## src/rtl/pwm_pkg.sv

```systemverilog
// pwm_pkg: shared mode type and period-boundary helper for pwm_multi.
package pwm_pkg;
    typedef enum logic {PWM_EDGE = 1'b0, PWM_CENTER = 1'b1} pwm_mode_t;

    // Edge mode ends at all-ones; center mode ends at 1 on the way down.
    function automatic logic pwm_last(pwm_mode_t mode, logic dir, logic [31:0] cnt, int n);
        return (mode == PWM_EDGE) ? (cnt == (32'd1 << n) - 32'd1) : (dir && cnt == 32'd1);
    endfunction
endpackage

```

## src/rtl/pwm_multi_if.sv

```systemverilog
// pwm_multi_if: control, duty-write and output signals of pwm_multi.
interface pwm_multi_if
    import pwm_pkg::*;
#(
    parameter int N          = 8,
    parameter int CHANNELS   = 4,
    parameter int PRESCALE_W = 16,
    parameter int CH_W       = (CHANNELS > 1) ? $clog2(CHANNELS) : 1
);
    logic                  ena;
    logic [PRESCALE_W-1:0] prescale;
    pwm_mode_t             mode;
    logic                  duty_wr;
    logic [CH_W-1:0]       duty_ch;
    logic [N-1:0]          duty_data;
    logic [CHANNELS-1:0]   out;
    logic                  period_start;

    modport master (output ena, prescale, mode, duty_wr, duty_ch, duty_data,
                    input out, period_start);
    modport slave  (input ena, prescale, mode, duty_wr, duty_ch, duty_data,
                    output out, period_start);
endinterface

```

## src/rtl/pwm_prescaler.sv

```systemverilog
// pwm_prescaler: one-cycle step every prescale+1 clocks while enabled.
module pwm_prescaler #(
    parameter int PRESCALE_W = 16
) (
    input  logic                  clk,
    input  logic                  rst,
    input  logic                  ena,
    input  logic [PRESCALE_W-1:0] prescale,
    output logic                  step
);
    logic [PRESCALE_W-1:0] r_pcnt;

    // >= so a prescale lowered below the running count terminates at once
    assign step = ena & (r_pcnt >= prescale);

    always_ff @(posedge clk) begin
        if (rst || !ena || step)
            r_pcnt <= '0;
        else
            r_pcnt <= r_pcnt + PRESCALE_W'(1);
    end
endmodule

```

## src/rtl/pwm_multi.sv

```systemverilog
// pwm_multi: multi-channel edge/center-aligned PWM with double-buffered duties.
module pwm_multi
    import pwm_pkg::*;
#(
    parameter int N          = 8,
    parameter int CHANNELS   = 4,
    parameter int PRESCALE_W = 16
) (
    input logic        clk,
    input logic        rst,
    pwm_multi_if.slave bus
);
    logic                w_step;
    logic                w_load;
    logic                w_down;
    logic [CHANNELS-1:0] w_hit;
    logic [N-1:0]        r_cnt;
    logic                r_dir;
    pwm_mode_t           r_mode;
    logic [N-1:0]        r_shadow [CHANNELS];
    logic [N-1:0]        r_active [CHANNELS];
    logic [CHANNELS-1:0] r_out;
    logic                r_ps;

    pwm_prescaler #(.PRESCALE_W(PRESCALE_W)) u_pre (
        .clk      (clk),
        .rst      (rst),
        .ena      (bus.ena),
        .prescale (bus.prescale),
        .step     (w_step)
    );

    assign w_load = w_step & pwm_last(r_mode, r_dir, 32'(r_cnt), N);
    assign w_down = r_dir | (r_mode == PWM_CENTER && r_cnt == '1);

    always_ff @(posedge clk) begin
        if (rst || !bus.ena || w_load) begin
            r_cnt <= '0;
            r_dir <= 1'b0;
        end else if (w_step) begin
            r_cnt <= w_down ? r_cnt - N'(1) : r_cnt + N'(1);
            r_dir <= w_down;
        end
    end

    // While disabled the active set follows the shadow so a restart uses the latest values
    always_ff @(posedge clk) begin
        if (rst) begin
            r_active <= '{default: '0};
            r_mode   <= PWM_EDGE;
        end else if (!bus.ena || w_load) begin
            r_active <= r_shadow;
            r_mode   <= bus.mode;
        end
    end

    always_ff @(posedge clk) begin
        if (rst)
            r_shadow <= '{default: '0};
        else if (bus.duty_wr && 32'(bus.duty_ch) < CHANNELS)
            r_shadow[bus.duty_ch] <= bus.duty_data;
    end

    for (genvar i = 0; i < CHANNELS; i++) begin : g_ch
        assign w_hit[i] = (r_active[i] == '1) | (r_cnt < r_active[i]);
    end

    always_ff @(posedge clk) begin
        r_out <= rst ? '0 : {CHANNELS{bus.ena}} & w_hit;
        r_ps  <= ~rst & w_load;
    end

    assign bus.out          = r_out;
    assign bus.period_start = r_ps;
endmodule
```

## src/flat_wrapper.sv

```systemverilog
// flat-port wrapper written by rule: the top's interface ports become plain ports
module pwm_multi_flat import pwm_pkg::*;
#(
    parameter int N          = 8,
    parameter int CHANNELS   = 4,
    parameter int PRESCALE_W = 16
)
  (clk, rst, bus_ena, bus_prescale, bus_mode, bus_duty_wr, bus_duty_ch, bus_duty_data, bus_out, bus_period_start);
  pwm_multi_if #(.N(N), .CHANNELS(CHANNELS), .PRESCALE_W(PRESCALE_W)) bus_i ();
  input logic clk;
  input logic rst;
  input wire logic [$bits(bus_i.ena)-1:0] bus_ena;
  input wire logic [$bits(bus_i.prescale)-1:0] bus_prescale;
  input wire logic [$bits(bus_i.mode)-1:0] bus_mode;
  input wire logic [$bits(bus_i.duty_wr)-1:0] bus_duty_wr;
  input wire logic [$bits(bus_i.duty_ch)-1:0] bus_duty_ch;
  input wire logic [$bits(bus_i.duty_data)-1:0] bus_duty_data;
  output wire logic [$bits(bus_i.out)-1:0] bus_out;
  output wire logic [$bits(bus_i.period_start)-1:0] bus_period_start;
  assign bus_i.ena = bus_ena;
  assign bus_i.prescale = bus_prescale;
  assign bus_i.mode = bus_mode;
  assign bus_i.duty_wr = bus_duty_wr;
  assign bus_i.duty_ch = bus_duty_ch;
  assign bus_i.duty_data = bus_duty_data;
  assign bus_out = bus_i.out;
  assign bus_period_start = bus_i.period_start;
  pwm_multi #(.N(N), .CHANNELS(CHANNELS), .PRESCALE_W(PRESCALE_W)) u_core (.clk(clk), .rst(rst), .bus(bus_i));
endmodule
```

## config.mk

```make
export PLATFORM = sky130hd
export DESIGN_NAME = pwm_multi_flat
export DESIGN_NICKNAME = d
export VERILOG_FILES = /design/src/rtl/pwm_pkg.sv /design/src/rtl/pwm_multi_if.sv /design/src/rtl/pwm_prescaler.sv /design/src/rtl/pwm_multi.sv /design/src/flat_wrapper.sv
export SDC_FILE = /design/constraint.sdc
export NUM_CORES = 1
export LEC_CHECK = 0
export CAP_MARGIN = 20
export CELL_PAD_IN_SITES_DETAIL_PLACEMENT = 0
export CELL_PAD_IN_SITES_GLOBAL_PLACEMENT = 2
export CORE_MARGIN = 4
export CORE_UTILIZATION = 25
export CTS_CLUSTER_SIZE = 12
export DETAILED_ROUTE_END_ITERATION = 8
export GPL_TIMING_DRIVEN = 1
export MAX_ROUTING_LAYER = met4
export PLACE_DENSITY_LB_ADDON = 0.25
export SLEW_MARGIN = 15
export SYNTH_ARGS = -nofsm -noshare
export SYNTH_HDL_FRONTEND = slang
export SYNTH_SLANG_ARGS = --single-unit
```

## constraint.sdc

```tcl
create_clock -name clk -period 2.35 [get_ports clk]
set_input_delay 0.47 -clock clk [delete_from_list [all_inputs] [get_ports clk]]
set_output_delay 0.47 -clock clk [all_outputs]
set_load 0.01 [all_outputs]
```

* Yosys cells after proc, flatten, opt, wreduce, memory -nomap -nowiden
Cells that the tools add are included.
** Cells by class
- $add $sub $neg :: 3
- $lt $le $gt $ge :: 7
- Eq/ne operators :: 6
- Multiplexer cells :: 5
- Bitwise gates (word level) :: 11
- Reduce and logical (&&, ||, !) cells :: 8
** Operators with widths (count)
- equality test 8 bit, second input constant :: 5
- bitwise mux 32 bit :: 1
- less-than comparator 8 bit :: 4
- adder 16 x 1 -> 16 bit, second input constant :: 1
- demux 8 bit (select 2 bit) :: 1
- greater-or-equal comparator 16 bit :: 1
- 2-to-1 mux 8 bit :: 2
- adder 8 x 1 -> 8 bit, second input constant :: 1
- equality test 8 x 1 -> 1 bit, second input constant :: 1
- subtractor 8 x 1 -> 8 bit, second input constant :: 1
- bitwise OR 1 bit :: 5
- AND 4 bit :: 1
- logical OR 1 bit :: 4
- AND 1 bit :: 3
- greater-or-equal comparator 3 bit, second input constant :: 1
- logical AND 1 bit :: 3
- less-than comparator 3 x 1 -> 1 bit, second input constant :: 1
- NOT 2 -> 3 bit :: 1
- zero test 1 bit :: 1
- 2-to-1 mux 1 bit :: 1
- NOT 1 bit :: 1
** Word-level totals
- Register bits after elaboration :: 95
- Bits of input ports :: 31
- Output and inout bits :: 5
- Word-level logic and storage cells :: 54

* Depth between registers and ports, before layout
Gate-level depths: netlist of the first run.
- Depth after elaboration :: 6
- Depth in mapped cells :: 10
- Mapped depth without buffers :: 8

* Cells and area by module
Synthesis of the first run repeated with hierarchy kept, for this count alone.
** Second synthesis, totals
- Cells, all modules :: 531
- Area total of the unflattened synthesis :: 5049.8 um^2
** By module, submodules not included
- pwm_multi :: times used 1, cells each 397, area each 3824.9 um^2, seq. area each 1581.5 um^2
- pwm_prescaler :: times used 1, cells each 134, area each 1224.9 um^2, seq. area each 320.3 um^2

* Worst setup path after synthesis of the first run
Ideal clock, no wire load.
- Path kind :: input-to-reg
- From :: input bus_prescale[0]
- To :: register u_core.r_active[0] (netlist bit)
- Arrival time :: 2.144 ns
- Setup slack :: 0.135 ns
- Cell stages on the path :: 9
- Path buffers :: 2
- Cell sequence :: ha_1 -> nand2b_1 -> a2111oi_2 -> o21ai_1 -> a21oi_2 -> o21a_1 -> buf_6 -> buf_6 -> mux2i_1
** On the way
- Longest elaborated chain between the ends :: 4
** Ends and longest elaborated chain
- from (decl) :: RTL line flat_wrapper.sv:13 : input wire logic [$bits(bus_i.prescale)-1:0] bus_prescale;
- greater-or-equal comparator 16 bit :: RTL line pwm_prescaler.sv:14 : assign step = ena & (r_pcnt >= prescale);
- AND 1 bit :: RTL line pwm_prescaler.sv:14
- AND 1 bit :: RTL line pwm_multi.sv:33 : assign w_load = w_step & pwm_last(r_mode, r_dir, 32'(r_cnt), N);
- logical OR 1 bit :: RTL line pwm_multi.sv:51 : end else if (!bus.ena || w_load) begin
- to (signal assigned) :: RTL line pwm_multi.sv:52 : r_active <= r_shadow;
- to (decl) :: RTL line pwm_multi.sv:21 : logic [N-1:0] r_active [CHANNELS];
No other way between the ends.
A chain may end at the register's enable or synchronous reset.

* Worst setup path in the final report of the first run
- From :: input bus_prescale[8]
- To :: register u_core.r_active[26] (netlist bit)
Same word-level chain as after synthesis.

==> impl_table.tex, run 1 <==
\begin{tabular}{lr}
\hline
Metric & Value \\
\hline
\multicolumn{2}{l}{\textbf{Status}} \\
Outcome & finished clean \\
\multicolumn{2}{l}{\textbf{Clock tree}} \\
Clock Latency Late Sink & 0.35 ns \\
Library cell used as clock root buffer & clkbuf\_16 \\
TritonCTS clock tree & built \\
Clock tree sinks & 95 \\
Post-CTS setup buffer count & 0 \\
Number of buffers between clock root and the deepest sink & 2 \\
Clock-pin slew on the worst setup and hold paths & 0.07 ns \\
Clock buffers created by TritonCTS & 9 \\
Max H-tree Level & 3 \\
\multicolumn{2}{l}{\textbf{Power}} \\
PD cells & 522 mW/mm² \\
Internal & 2.55 mW \\
Flop pwr share & 0.490 \\
Sw Share & 0.250 \\
Switching pwr & 0.849 mW \\
Total power of the final layout & 3.39 mW \\
Leakage power of the design & 2.67 nW \\
Comb pwr share & 0.094 \\
Maximum VDD drop & 0.312 mV \\
Clk pwr share & 0.416 \\
\multicolumn{2}{l}{\textbf{Place}} \\
Routability cong. & 0.834 \\
Half-perimeter wire length after placement & 9.47 mm \\
Input/output buffers & 35 \\
Post-detailed-placement cell area & 0.00598 mm² \\
\multicolumn{2}{l}{\textbf{Synthesis}} \\
Synth cell count leaders & dfxtp\_1, nand2b\_1, mux2i\_1 \\
Cells after synthesis & 574 \\
Average cell area after synthesis & 9.05 µm² \\
Share of synthesized area occupied by flip-flops and latches & 0.366 \\
Multiplexer area fraction after synthesis & 0.129 \\
Simple-gate share of the synthesized area & 0.215 \\
Cell with the most instances after synthesis & dfxtp\_1 \\
Post-synth top area cell & dfxtp\_1 \\
Fraction of synthesis flops using an asynchronous set or reset pin & 0 \\
Cell area after synthesis & 0.00519 mm² \\
Main combinational cell family by area after synthesis & simple AND/OR/NAND/NOR gates \\
Compound-cell area share of the yosys netlist & 0.0925 \\
Yosys Warn Count & 0 \\
Fraction of synthesized cell area in xor and xnor cells & 0.0253 \\
Count of state elements after synthesis & 95 \\
Post-synth cell types & 47 \\
Post-synthesis adder-cell area fraction & 0.116 \\
Ys flop type & dfxtp\_1 \\
EDFF count, synth & 0 \\
Share of Yosys cell area claimed by the top area cell type & 0.366 \\
Syn\_nets & 653 \\
Ranking of synthesized cells by area & dfxtp\_1, mux2i\_1, ha\_1, nand2b\_1, nor2\_1 \\
\multicolumn{2}{l}{\textbf{STA}} \\
Shortest clock period the worst path allows after layout & 2.26 ns \\
Max transition margin & 0.457 \\
Maximum clock frequency & 0.442 GHz \\
Final Slew Violations & 0 \\
Fin Hold WS & 0.476 ns \\
Post-Route Skew & 0.00818 ns \\
Final setup fails & 0 \\
Period utilisation layout & 0.963 \\
Final-report hold violation count & 0 \\
Slew of the pin with the lowest slew margin & 0.814 ns \\
\multicolumn{2}{l}{\textbf{Route}} \\
Vias after detailed routing & 3,973 \\
Routed WL per cell & 14.4 µm \\
Ratio of routed vias to standard cells & 4.41 \\
DRC viols & 0 \\
Final routed wirelength across all metal layers & 13.0 mm \\
Post-route ant nets & 0 \\
TritonRoute pass-1 iters & 5 \\
DR iter-0 viols & 166 \\
\multicolumn{2}{l}{\textbf{Floorplanning}} \\
Number of rows in the core area & 52 \\
Die Footprint & 0.0231 mm² \\
Initial core utilization & 0.256 \\
Area of the core & 0.0203 mm² \\
I/O Pins & 36 \\
Die span in x & 152 µm \\
Vertical die dimension & 152 µm \\
\multicolumn{2}{l}{\textbf{GRT}} \\
Wire length of the first global-routing pass & 21.4 mm \\
Pin count of the biggest net entering global routing & 100 \\
Total GRT Usage & 0.117 \\
Global route total overflow & 0 \\
Number of global-route vias before repair & 4,086 \\
Initial antenna violation count & 0 \\
\multicolumn{2}{l}{\textbf{Final layout}} \\
Final \#Nets & 705 \\
Count of inserted antenna diode cells & 0 \\
Area taken by multi-input logic gates & 0.00315 mm² \\
Ratio of cells with drive above 1 in the final layout & 0.117 \\
Layout overhead on the synthesized area & 25.3\% \\
Post-layout instance area & 0.00650 mm² \\
Filler instances & 2,116 \\
Sequential Area & 0.00190 mm² \\
\multicolumn{2}{l}{\textbf{Worst hold path}} \\
Worst min path class & register to register \\
\multicolumn{2}{l}{\textbf{Critical path}} \\
Kind of cell with the highest combined delay on the critical path & compound AO/OA/AOI/OAI gates \\
Largest driver fanout on the critical path & 7 \\
Startpoint Class & primary input \\
Setup Crit Path Kind & primary input to register \\
Required time of the critical path & 2.63 ns \\
Crit path largest cell delay & 0.45 ns \\
Cell at the slowest stage of the critical path & clkdlybuf4s50\_1 \\
Kind of end point of the critical path & register \\
Register-to-Register Setup Slack & 0.20 ns \\
Cell type with the highest occurrence count on the critical path & a21oi\_2 \\
Endpoint arrival time on the critical path & 2.54 ns \\
Worst path cell trace & clkdlybuf4s50\_1, inv\_1, ha\_1, a21oi\_2, o21ai\_1, a221o\_1, a21oi\_2, o21a\_4, clkbuf\_16, mux2i\_1 \\
Buffers and inverters on the worst path & 3 \\
\multicolumn{2}{l}{\textbf{Job}} \\
Max-capacitance violation count & 0 \\
\hline
\end{tabular}
==> cell usage in the layout, fill, tap and decap left out, types with 3 or more instances in the layout <==
cell type and count:
ha_1 40, a21oi_1 12, nor2_1 62, o21ai_0 15, nand2_1 20, clkdlybuf4s50_1 30
nand4_1 9, xnor2_1 8, mux2i_1 67, or3_1 8, nand2b_1 69, nand3_1 10
nand3b_1 3, buf_4 23, and3_1 9, inv_1 43, dfxtp_1 95, a21o_1 5
o22ai_1 6, dlymetal6s2s_1 4, nor3_2 3, inv_2 3, ha_4 8, clkbuf_16 11
a21oi_2 4, xor2_1 7, nor3_1 4, o21a_1 7
==> tightest hold or removal path, stage by stage (launching register included) <==
cell      delay (ns)
dfxtp_1         0.32
nand2b_1        0.06
mux2i_1         0.05
==> repair_timing <==
action	in CTS	in global routing
endpoints found under the setup margin	35	56
gates resized for setup	5	24
cloned	1	2
pin swaps	9	14
hold buffers	0	0
==> state kept, by name, indices dropped and copies added, names as in the netlist <==
name	flops
u_core.r_active	32
u_core.r_shadow	32
u_core.u_pre.r_pcnt	16
u_core.r_cnt	8
u_core.bus.out	4
u_core.bus.period_start	1
u_core.r_dir	1
u_core.r_mode	1
==> kinds of logic after synthesis <==
group,after synthesis
flops,95
compound gates,71
xor+xnor,15
simple gates,209
fa+ha+maj,48
mux,67
buf+inv,69
==> per-stage QoR <==
step / setup TNS (ns) / worst slack, ns / cells / util
6_report: 0 / 0.0858 / 900 / 0.320
4_1_cts: -0.00350 / -0.00350 / 898 / 0.310
3_5_place_dp: -21.80 / -0.447 / 882 / 0.295
2_1_floorplan: 0 / 0.135 / 574 / -
3_3_place_gp: -18.37 / -0.382 / 882 / 0.295
5_1_grt: -0.00594 / -0.00465 / 900 / 0.320
==> final timing paths <==
path         depth (start not counted)                         startpoint                               end
max reg2reg                          8  u_core.u_pre.r_pcnt[9]$_SDFF_PP0_  u_core.r_active[26]$_SDFFE_PP0P_
min reg2reg                          2   u_core.r_shadow[15]$_SDFFE_PP0P_  u_core.r_active[15]$_SDFFE_PP0P_
max                                 10                    bus_prescale[8]  u_core.r_active[26]$_SDFFE_PP0P_
min                                  2   u_core.r_shadow[15]$_SDFFE_PP0P_  u_core.r_active[15]$_SDFFE_PP0P_
==> cell type report <==
| type | instances | share of cell area |
|---|---|---|
| multi-input combinational | 410 | 0.485 |
| sequential | 95 | 0.292 |
| timing repair buffer | 64 | 0.101 |
| tap | 270 | 0.0519 |
| clock buffer | 9 | 0.0346 |
| inverter | 46 | 0.0265 |
| clock inverter | 6 | 0.00866 |
==> power groups by stage <==
stage               clock network [mW]  logic (mW)  registers, mW
floorplan                            0       0.168           1.70
global placement                     0       0.284           1.70
detailed placement                   0       0.288           1.70
CTS                               1.48       0.297           1.66
global route                      1.54       0.352           1.67
finish                            1.41       0.318           1.66
==> layer usage <==
layer	routed length, µm	part of all wire	global-route usage
met5	0	0	-
met4	128	0.0098	0.0283
met3	390	0.030	0.0313
met2	5840	0.45	0.178
met1	6640	0.51	0.155
Power figures use the tool's default switching activity.
==> inputs of run 2 (changes only) <==
--- a/config.mk
+++ b/config.mk
@@ -18,4 +18,5 @@
 export SLEW_MARGIN = 15
 export SYNTH_ARGS = -nofsm -noshare
 export SYNTH_HDL_FRONTEND = slang
+export SYNTH_HIERARCHICAL = 1
 export SYNTH_SLANG_ARGS = --single-unit
==> impl_table.tex, run 2 <==
\begin{tabular}{lr}
\hline
Metric & Value \\
\hline
\multicolumn{2}{l}{\textbf{Synthesis}} \\
Yosys Warn Count & 6 (+6) \\
Post-synth cell types & 54 (+15\%) \\
Fraction of synthesis flops using an asynchronous set or reset pin & 0 (unchanged) \\
Cell with the most instances after synthesis & dfxtp\_1 \\
Syn\_nets & 610 (-6.6\%) \\
Synth cell count leaders & dfxtp\_1, nor2\_1, mux2i\_1 \\
Ranking of synthesized cells by area & dfxtp\_1, mux2i\_1, ha\_1, nor2\_1, inv\_1 \\
Ys flop type & dfxtp\_1 \\
EDFF count, synth & 0 (unchanged) \\
Cells after synthesis & 531 (-7.5\%) \\
Average cell area after synthesis & 9.51 µm² (+5.1\%) \\
Share of Yosys cell area claimed by the top area cell type & 0.377 (+0.0103) \\
Count of state elements after synthesis & 95 (unchanged) \\
Share of synthesized area occupied by flip-flops and latches & 0.377 (+0.0103) \\
Cell area after synthesis & 0.00505 mm² (-2.7\%) \\
Post-synth top area cell & dfxtp\_1 \\
\multicolumn{2}{l}{\textbf{STA}} \\
Fin Hold WS & 0.498 ns (+0.0217 ns) \\
Maximum clock frequency & 0.346 GHz (-22\%) \\
RSZ-0062 raised after global routing & yes \\
Final setup fails & 43 (+43) \\
Sum Neg Setup Slack & -20.03 ns (-20.03 ns) \\
Period utilisation layout & 1.23 (+0.266) \\
Post-Route Skew & 0.0146 ns (+0.00638 ns) \\
Final-report hold violation count & 0 (unchanged) \\
Shortest clock period the worst path allows after layout & 2.89 ns (+0.625 ns) \\
Final Slew Violations & 0 (unchanged) \\
Crit path setup slack, layout & -0.539 ns (-0.625 ns) \\
Slew of the pin with the lowest slew margin & 0.700 ns (-0.114 ns) \\
Max transition margin & 0.533 (+0.0759) \\
\multicolumn{2}{l}{\textbf{Critical path}} \\
Worst path cell trace & dlygate4sd2\_1, inv\_2, ha\_4, nand4\_1, or2\_4, nor4\_4, o31a\_1, buf\_4, nor3b\_4, buf\_4, nand3b\_1, or4b\_4, a21o\_1, a21oi\_2 \\
Cell at the slowest stage of the critical path & or4b\_4 \\
Endpoint arrival time on the critical path & 3.18 ns (+0.64 ns) \\
Startpoint Class & primary input \\
Terminus of the critical flop-to-flop path & u\_core/r\_cnt[7]\$\_SDFFE\_PP0P\_ \\
Crit path largest cell delay & 0.49 ns (+0.04 ns) \\
Worst-case reg-to-reg path depth & 12 (+4) \\
Required time of the critical path & 2.64 ns (about the same) \\
Setup Crit Path Kind & primary input to register \\
Register-to-Register Setup Slack & -0.53 ns (-0.73 ns) \\
Largest driver fanout on the critical path & 3 (-4) \\
Startpoint of the most critical register-to-register path & u\_core/u\_pre/r\_pcnt[10]\$\_SDFF\_PP0\_ \\
Cell type with the highest occurrence count on the critical path & buf\_4 \\
Kind of end point of the critical path & register \\
\multicolumn{2}{l}{\textbf{Clock tree}} \\
Clock buffers created by TritonCTS & 9 (unchanged) \\
Number of buffers between clock root and the deepest sink & 2 (unchanged) \\
Clock-pin slew on the worst setup and hold paths & 0.08 ns (about the same) \\
Clock tree sinks & 95 (unchanged) \\
Max H-tree Level & 3 (unchanged) \\
CTS Hold Bufs & 0 (unchanged) \\
TritonCTS clock tree & built \\
Clock Latency Late Sink & 0.35 ns (about the same) \\
Library cell used as clock root buffer & clkbuf\_16 \\
\multicolumn{2}{l}{\textbf{Route}} \\
Met3 WL post-DR & 366 µm (-6.2\%) \\
Met2 wire length & 5.93 mm (+1.6\%) \\
Routed WL per cell & 14.9 µm (+3.0\%) \\
DR iter-0 viols & 176 (+6.0\%) \\
Vias after detailed routing & 4,015 (+1.1\%) \\
TritonRoute pass-1 iters & 4 (-1) \\
DRC viols & 0 (unchanged) \\
Post-route ant nets & 0 (unchanged) \\
Met1 WL & 6.77 mm (+1.9\%) \\
Ratio of routed vias to standard cells & 4.51 (+2.1\%) \\
Final routed wirelength across all metal layers & 13.3 mm (+2.0\%) \\
Uppermost metal layer occupied by signal nets & met4 \\
\multicolumn{2}{l}{\textbf{Final layout}} \\
Number of standard cells in the layout, taps in and fillers out & 891 (-1.0\%) \\
Count of inserted antenna diode cells & 0 (unchanged) \\
Filler instances & 2,093 (-1.1\%) \\
Final core utilization & 0.346 (+0.0261) \\
Final \#Nets & 700 (-0.71\%) \\
Post-layout instance area & 0.00681 mm² (+4.7\%) \\
Layout overhead on the synthesized area & 34.8\% \\
Most frequent standard cell in the layout excluding fill and tap cells & dfxtp\_1 \\
Ratio of cells with drive above 1 in the final layout & 0.241 (+0.124) \\
Top library cells by usage in the layout, fill and taps aside & dfxtp\_1, nor2\_1, mux2i\_1 \\
Biggest registers after layout & u\_core/r\_active (32), u\_core/r\_shadow (32), u\_core/u\_pre/r\_pcnt (16) \\
\multicolumn{2}{l}{\textbf{GRT}} \\
Total GRT Usage & 0.128 (+0.0109) \\
Initial antenna violation count & 0 (unchanged) \\
Wire length of the first global-routing pass & 21.9 mm (+2.4\%) \\
Global route total overflow & 0 (unchanged) \\
Number of global-route vias before repair & 4,137 (+1.2\%) \\
Pin count of the biggest net entering global routing & 67 (-33\%) \\
\multicolumn{2}{l}{\textbf{Worst hold path}} \\
Cell count of the worst hold path & 2 (unchanged) \\
Worst min path class & register to register \\
Hold Path Origin & u\_core/r\_shadow[2]\$\_SDFFE\_PP0P\_ \\
Hold path endpoint & u\_core/r\_active[2]\$\_SDFFE\_PP0P\_ \\
\multicolumn{2}{l}{\textbf{Floorplanning}} \\
Die span in x & 150 µm (-1.3\%) \\
Initial core utilization & 0.257 (+0.00115) \\
I/O Pins & 36 (unchanged) \\
Die Footprint & 0.0225 mm² (-2.6\%) \\
Number of rows in the core area & 51 (-1.9\%) \\
Vertical die dimension & 150 µm (-1.3\%) \\
Area of the core & 0.0197 mm² (-3.2\%) \\
\multicolumn{2}{l}{\textbf{Power}} \\
Total power of the final layout & 3.51 mW (+3.4\%) \\
PD cells & 516 mW/mm² (-1.2\%) \\
Internal & 2.58 mW (+1.5\%) \\
Leakage power of the design & 2.81 nW (+5.6\%) \\
Maximum VDD drop & 0.353 mV (+13\%) \\
Flop pwr share & 0.474 (-0.016) \\
Sw Share & 0.264 (+0.0136) \\
Switching pwr & 0.926 mW (+9.0\%) \\
Clk pwr share & 0.431 (+0.015) \\
Comb pwr share & 0.095 (about the same) \\
\multicolumn{2}{l}{\textbf{Place}} \\
Post-Place Cells & 861 (-2.4\%) \\
Dpl ws & -1.20 ns (-0.758 ns) \\
Half-perimeter wire length after placement & 9.84 mm (+3.9\%) \\
Input/output buffers & 35 (unchanged) \\
Post-detailed-placement cell area & 0.00619 mm² (+3.6\%) \\
Routability cong. & 0.788 (-5.5\%) \\
\multicolumn{2}{l}{\textbf{Status}} \\
Outcome & finished, violations left \\
Violations in the final reports & setup timing \\
\multicolumn{2}{l}{\textbf{Job}} \\
Max-capacitance violation count & 0 (unchanged) \\
\hline
\end{tabular}
## run 2: layout make-up
| type | count | area, µm² | area share |
|---|---|---|---|
| Inverter | 50 | 203 | 0.0298 |
| Tap cell | 265 | 332 | 0.0487 |
| Clock buffer | 9 | 225 | 0.0331 |
| Clock inverter | 7 | 82.6 | 0.0121 |
| Timing Repair Buffer | 100 | 935 | 0.137 |
| Sequential cell | 95 | 1910 | 0.280 |
| Multi-Input combinational cell | 365 | 3120 | 0.459 |
## run 2: worst max path at each step
stage | from | depth (start not counted) | slack [ns] | endpoint
final | bus_prescale[10] | 14 | -0.54 | u_core/r_cnt[7]$_SDFFE_PP0P_
after global routing | u_core/u_pre/r_pcnt[15]$_SDFF_PP0_ | 13 | -0.69 | u_core/r_active[17]$_SDFFE_PP0P_
after CTS | u_core/u_pre/r_pcnt[0]$_SDFF_PP0_ | 15 | -0.56 | u_core/r_active[26]$_SDFFE_PP0P_
after detailed placement | bus_prescale[13] | 13 | -1.20 | u_core/r_active[4]$_SDFFE_PP0P_
after global placement | bus_prescale[13] | 12 | -1.16 | u_core/r_cnt[7]$_SDFFE_PP0P_
after floorplan | bus_prescale[13] | 13 | -0.48 | u_core/r_active[25]$_SDFFE_PP0P_
## run 2: routing by layer
layer | vias to the layer above | global-route usage
met5 | - | -
met4 | 0 | 0.0439
met3 | 13 | 0.0166
met2 | 45 | 0.197
met1 | 1901 | 0.174
li1 | 2056 | -
## run 2: power by group through the flow
| stage | Clock, mW | Combinational, mW | Sequential [mW] |
|---|---|---|---|
| floorplan | 0 | 0.175 | 1.69 |
| global placement | 0 | 0.301 | 1.70 |
| detailed placement | 0 | 0.308 | 1.70 |
| CTS | 1.57 | 0.341 | 1.66 |
| global route | 1.63 | 0.368 | 1.67 |
| finish | 1.51 | 0.334 | 1.66 |
## run 2: critical path: cells and delay by family
family / cells / cell delay, ns
AOI/OAI and AO/OA: 3 / 0.52
buffers and inverters: 4 / 0.54
adders and majority gates: 1 / 0.26
and+or+nand+nor: 6 / 1.39
## run 2: logic make-up after synthesis
family	after synthesis	share of synthesized area
simple gates	178	0.187
flops	95	0.377
buf+inv	71	0.0664
mux	68	0.135
compound gates	53	0.0855
fa+ha+maj	48	0.119
xor+xnor	18	0.0312
## run 2: repair_timing
item | 4_1_cts | 5_1_grt
buffers inserted | 16 | 1
pin swaps | 24 | 10
resized for setup | 50 | 18
cloned | 2 | 0
endpoints found under the setup margin | 43 | 43
